==> src/rtl/gcd_pkg.sv <==
// gcd_pkg: shared FSM state encoding and default operand width for the binary GCD block
package gcd_pkg;
  localparam int GCD_WIDTH = 32;
  typedef enum logic [2:0] {IDLE, CHECK, STRIP, ODD_A, LOOP, FINISH, DONE} gcd_state_t;
endpackage

==> src/rtl/gcd_binary.sv <==
// gcd_binary: iterative Stein binary GCD using only shifts, compares and subtracts
module gcd_binary
  import gcd_pkg::*;
#(
  parameter int WIDTH = GCD_WIDTH
) (
  input  logic             clk,
  input  logic             rst,
  input  logic             start,
  input  logic [WIDTH-1:0] n1,
  input  logic [WIDTH-1:0] n2,
  output logic             busy,
  output logic             done,
  output logic [WIDTH-1:0] result,
  output logic             zero_in
);
  localparam int KW = $clog2(WIDTH) + 1;
  gcd_state_t state, nxt;
  logic [WIDTH-1:0] a, b;
  logic [KW-1:0] k;
  logic any_zero, both_even;
  assign any_zero = (a == '0) || (b == '0);
  assign both_even = !a[0] && !b[0];
  assign busy = state != IDLE;
  assign done = state == DONE;
  always_ff @(posedge clk)
    if (rst) state <= IDLE;
    else state <= nxt;
  always_comb begin
    nxt = state;
    case (state)
      IDLE:    nxt = start ? CHECK : IDLE;
      CHECK:   nxt = any_zero ? DONE : STRIP;
      STRIP:   nxt = both_even ? STRIP : ODD_A;
      ODD_A:   nxt = a[0] ? LOOP : ODD_A;
      LOOP:    nxt = (b[0] && a == b) ? FINISH : LOOP;
      FINISH:  nxt = DONE;
      default: nxt = IDLE;
    endcase
  end
  // a stays odd once LOOP is entered, so the swap keeps the larger value as minuend
  always_ff @(posedge clk) begin
    if (rst) begin
      a <= '0;
      b <= '0;
      k <= '0;
      result <= '0;
      zero_in <= 1'b0;
    end else begin
      case (state)
        IDLE: if (start) begin
          a <= n1;
          b <= n2;
          k <= '0;
          zero_in <= 1'b0;
        end
        CHECK: if (any_zero) begin
          result <= a | b;
          zero_in <= (a | b) == '0;
        end
        STRIP: if (both_even) begin
          a <= a >> 1;
          b <= b >> 1;
          k <= k + 1'b1;
        end
        ODD_A: if (!a[0]) a <= a >> 1;
        LOOP:
          if (!b[0]) b <= b >> 1;
          else if (a > b) begin
            a <= b;
            b <= a - b;
          end else if (a != b) b <= b - a;
        FINISH: result <= a << k;
        default: ;
      endcase
    end
  end
endmodule

==> config.mk <==
export PLATFORM = sky130hd
export DESIGN_NAME = gcd_binary
export DESIGN_NICKNAME = d
export VERILOG_FILES = /design/src/rtl/gcd_pkg.sv /design/src/rtl/gcd_binary.sv
export SDC_FILE = /design/constraint.sdc
export NUM_CORES = 1
export LEC_CHECK = 0
export ABC_AREA = 1
export BUFFER_PORTS_ARGS = -buffer_cell sky130_fd_sc_hd__buf_4
export CORE_AREA = 4 4 110 217
export CTS_BUF_LIST = sky130_fd_sc_hd__clkbuf_8 sky130_fd_sc_hd__clkbuf_16
export DETAILED_ROUTE_END_ITERATION = 10
export DIE_AREA = 0 0 114 221
export PLACE_DENSITY = 0.75
export REMOVE_ABC_BUFFERS = 1
export SLEW_MARGIN = 15
export SYNTH_ARGS = -nofsm -noshare
export SYNTH_HDL_FRONTEND = slang
export SYNTH_SLANG_ARGS = --single-unit
==> constraint.sdc <==
create_clock -name clk -period 7 [get_ports clk]
set_clock_uncertainty 0.1 [all_clocks]
set_input_delay 0.7 -clock clk [delete_from_list [all_inputs] [get_ports clk]]
set_output_delay 0.7 -clock clk [all_outputs]
set_load 0.03 [all_outputs]
Word-level counts from Yosys, hierarchy flattened

Index checks and enable logic that the tools add are counted.

Register bits after elaboration: 106
Bits of input ports: 67

Bitwise logic cells: 1
Multiplexer cells: 26
Reductions and logical operators: 22
Equal/unequal tests: 15
$add $sub $neg: 3
Shift-type cells: 1
Magnitude comparators: 1

Operators by type and width:

| operator            | count |
|---|---|
| $mux 32             | 11 |
| $pmux 32 s4         | 1 |
| $logic_not 32->1    | 3 |
| $pmux 32 s3         | 1 |
| $pmux 32 s2         | 1 |
| $sub 32x32->32      | 2 |
| $eq 32x32->1        | 1 |
| $gt 32x32->1        | 1 |
| $ne 32x32->1        | 1 |
| $or 32x32->32       | 1 |
| $shl 32x6->32       | 1 |
| $pmux 3 s6          | 1 |
| $mux 6              | 2 |
| $ne 2x2->1 const B  | 6 |
| $pmux 6 s2          | 1 |
| $eq 3x3->1 const B  | 3 |
| $reduce_and 3->1    | 3 |
| $add 6x1->6 const B | 1 |
| $eq 3x2->1 const B  | 2 |
| $mux 3              | 2 |
| $reduce_and 6->1    | 1 |
| $reduce_bool 2->1   | 3 |
| $reduce_bool 3->1   | 2 |
| $mux 1              | 5 |
| 11 further kinds    | 13 |

Longest topological paths before layout

Depth after elaboration: 5
Depth in mapped cells: 20
Gate-level depth less buffers: 19

Least setup slack after synthesis

Ideal clock, no wire load.

Path type: register -> register
From: reg b[0]
To: reg b[16]
Library setup time: 0.124 ns
Required time: 6.776 ns
Arrival time: 2.508 ns
Slack: 4.268 ns
Cell stages (with the launch flop): 18
Clock period less this slack: 2.732 ns
Cell sequence: dfxtp_1 > inv_1 > clkbuf_1 > clkbuf_1 > ha_1 > inv_1 > fa_1 > nand2_1 > nand3_1 > nand2_1 > nand2_1 > nand2_1 > nand2_1 > xor2_1 > nand2_1 > nand3_1 > o21ai_0 > a21oi_1

Longest elaborated chain between the ends: 5
Elaborated cells on any way between the ends: 13

RTL lines:

| element                  | line             | source |
|---|---|---|
| start: declaration       | gcd_binary.sv:19 | `logic [WIDTH-1:0] a, b;` |
| start signal: assignment | gcd_binary.sv:53 | `b <= n2;` |
| start signal: assignment | gcd_binary.sv:63 | `b <= b >> 1;` |
| start signal: assignment | gcd_binary.sv:68 | `if (!b[0]) b <= b >> 1;` |
| $sub 32x32->32           | gcd_binary.sv:72 | `end else if (a != b) b <= b - a;` |
| $mux 32                  | gcd_binary.sv:72 |  |
| $mux 32                  | gcd_binary.sv:69 | `else if (a > b) begin` |
| $mux 32                  | gcd_binary.sv:68 |  |
| $pmux 32 s3              | gcd_binary.sv:50 | `case (state)` |

Parallel ways exist; a longest one is shown, timed or not. The select of a mux whose other input is x is not followed.
A chain may end at the register's enable or synchronous reset.

Worst setup path in the final report

From: reg b[0]
To: reg b[19]

Same word-level chain as after synthesis.

==> impl_metrics.tcl <==
set metrics [dict create \
    port_buffers 101 \
    drtAntennaViolNets 0 \
    status "finished clean" \
    core_area_mm2 0.02216 \
    cts_root_buf "clkbuf_16" \
    grt_first_pass_wirelength_um 80790 \
    synth_ff_type "dfxtp_1" \
    clk_pin_slew_ns 0.08 \
    wire_per_inst_um 22.91 \
    crit_slowest_cell "nor3_4" \
    insertion_delay_ns 0.38 \
    path_max_fanout 32 \
    synth_top_area_cell "dfxtp_1" \
    timing.critical_path.from "b[0]" \
    ff2ff_setup_slack_ns 2.99 \
    antenna_found_initial 1 \
    power.leakage_nw 6.213 \
    max_freq_mhz 249.7 \
    crit_arrival_ns 4.17 \
    die_x_um 114 \
    htree_num_levels 3 \
    yosysWarnings 0 \
    worst_pin_slew_ns 1.029 \
    power.density_mw_per_mm2 379.9 \
    syn-cell-area_mm2 0.01208 \
    syn_area_per_cell_um2 5.832 \
    reg2reg_from "b[0]" \
    critPathCaptureType "register" \
    synth_edf_count 0 \
    final_nets 2268 \
    areaGrowthSynthToFinish_pct 8.970 \
    rsz0062_at_grt "false" \
    period_share_pct 57.22 \
    drv_cap 0 \
    start_kind "register" \
    num-fill-cells 2329 \
    yosysTopAreaCellShare_pct 17.57 \
    cp.depth 12 \
    antenna_cells 0 \
    wirelength_um 54630 \
    ff_latch_area_mm2 0.002123 \
    grt_max_degree 68 \
    fp.dieArea_mm2 0.02519 \
    drive_gt1_share_pct 9.250 \
    tritoncts "built" \
    num_vias 14940 \
    ff2ff_path_depth 12 \
    synth-seq-cells 106 \
    fin_ws_ns 2.994 \
    r2r-end "b[19]" \
    dieHeight_um 221 \
    drt-pass1-iter-count 8 \
    crit_type "register to register" \
    multi_input_area_mm2 0.008564 \
    syn_inst 2071 \
    critPathTopFamily "simple AND/OR/NAND/NOR gates" \
    place_ws_ns 3.168 \
    cp_cell_sequence "buf_4 > inv_1 > ha_1 > nor2_1 > nand3_1 > nor3_4 > nand2_1 > nand2_1 > buf_4 > inv_2 > o21ai_0 > a21oi_1" \
    slew_violations 0 \
    synth_area_leaders "dfxtp_1 18%, nand2_1 17%, ha_1 9.9%" \
    crit_buf_inv 4 \
    holdBufCountCts 0 \
    cts_setup_buffers 0 \
    cp_data_required_time_ns 7.16 \
    power_mw 5.000 \
    hp-class "register to register" \
    dp_hpwl_um 43250 \
    ys_seq_area_share_pct 17.57 \
    slowest_delay_ns 0.62 \
    final_common_cell "nand2_1" \
    async_reset_ff_share_pct 0 \
    setup_tns_ns 0 \
    period_minus_slack_ns 4.006 \
    finalSetupViolCount 0 \
    drt_iter0_drc 1762 \
    drcViolationCount 0 \
    ys_types 49 \
    post_cts_resized 0 \
    relSlewSlack_pct 31.32 \
    rows 77 \
    cts_buffers 9 \
    mostFrequentLayoutCells "551 x nand2_1, 238 x inv_1, 231 x o21ai_0" \
    overflow 0 \
    initial_core_util_pct 54.51 \
    via_per_inst 6.265 \
    crit_end "b[19]" \
    hold_viol 0 \
    grt_pass1_vias 14190 \
    pin_count 102 \
    vdd_drop_max_v 0.0002569 \
    cts.path.max_buffers 2 \
    track_usage_pct 41.95 \
    cts.sink_count 106 \
    place_congestion 1.094 \
    hp-start "result[11]" \
]
worst min-delay path by stage:
stage / end / cells after the start
after global placement: result[13] / 2
after global routing: zero_in / 2
after floorplan: a[17] / 2
final: result[11] / 2
after CTS: result[15] / 2
after detailed placement: result[15] / 2
registers in the layout, indices dropped and copies added (netlist names):
| signal | count |
|---|---|
| a | 32 |
| b | 32 |
| result | 32 |
| k | 6 |
| state | 3 |
| zero_in | 1 |
area by class of cell:
type                       instances  area share (%)
multi-input combinational       1610           65.07
tap                              276           2.624
timing repair buffer             116           6.616
clock inverter                     7          0.4373
clock buffer                       9           1.711
sequential                       106           16.13
inverter                         260           7.414
synthesized netlist by cell type (13+ instances only):
master    instances
a221oi_1         29
clkbuf_1         66
xor2_1           24
o221ai_1         29
nor3_1           27
dfxtp_1         106
nor2_2           15
o211ai_1         13
o21ai_1          35
a21oi_1         118
o21ai_0         231
inv_2            18
nand4_1          47
inv_1           239
nor2_1          186
ha_1             96
nand2_1         553
nand3_1         122
worst register-to-register path, stage by stage, from the launching register on:
cell and delay [ns]:
dfxtp_1 0.34, buf_4 0.31, inv_1 0.31, ha_1 0.45, nor2_1 0.18, nand3_1 0.19
nor3_4 0.62, nand2_1 0.24, nand2_1 0.11, buf_4 0.35, inv_2 0.35, o21ai_0 0.28
a21oi_1 0.06
power breakdown:
part / internal (mW) / total, mW / leakage, nW / switching, mW
sequential: 0.696 / 0.809 / 0.871 / 0.113
clock: 0.249 / 0.530 / 0.142 / 0.281
combinational: 1.05 / 3.66 / 5.20 / 2.61
total: 2.00 / 5.00 / 6.21 / 3.00
through the flow:
stage	area, µm²	instances	utilization (%)	hold slack, ns
after floorplan	11650	1976	-	0.3925
after global placement	12880	2368	58.13	0.3940
after CTS	13160	2384	59.40	0.4210
after detailed placement	12880	2368	58.13	0.3967
after global routing	13160	2384	59.40	0.4260
final	13160	2384	59.40	0.4199
per-layer routing:
layer  track usage [%]  vias up  share of wire [%]
li1                  -     6932                  -
met1             44.92     6782                 34
met2             71.90      946                 49
met3             5.741      273                7.9
met4             33.26        2                9.9
met5                 0        -              0.016
kinds of logic after synthesis:
kind of cell | share of synthesized area (%)
simple gates | 34.53
mux | 0.5801
buf+inv | 11.62
fa+ha+maj | 10.28
compound gates | 23.61
flops | 17.57
xor+xnor | 1.813
Power figures use the tool's default switching activity.
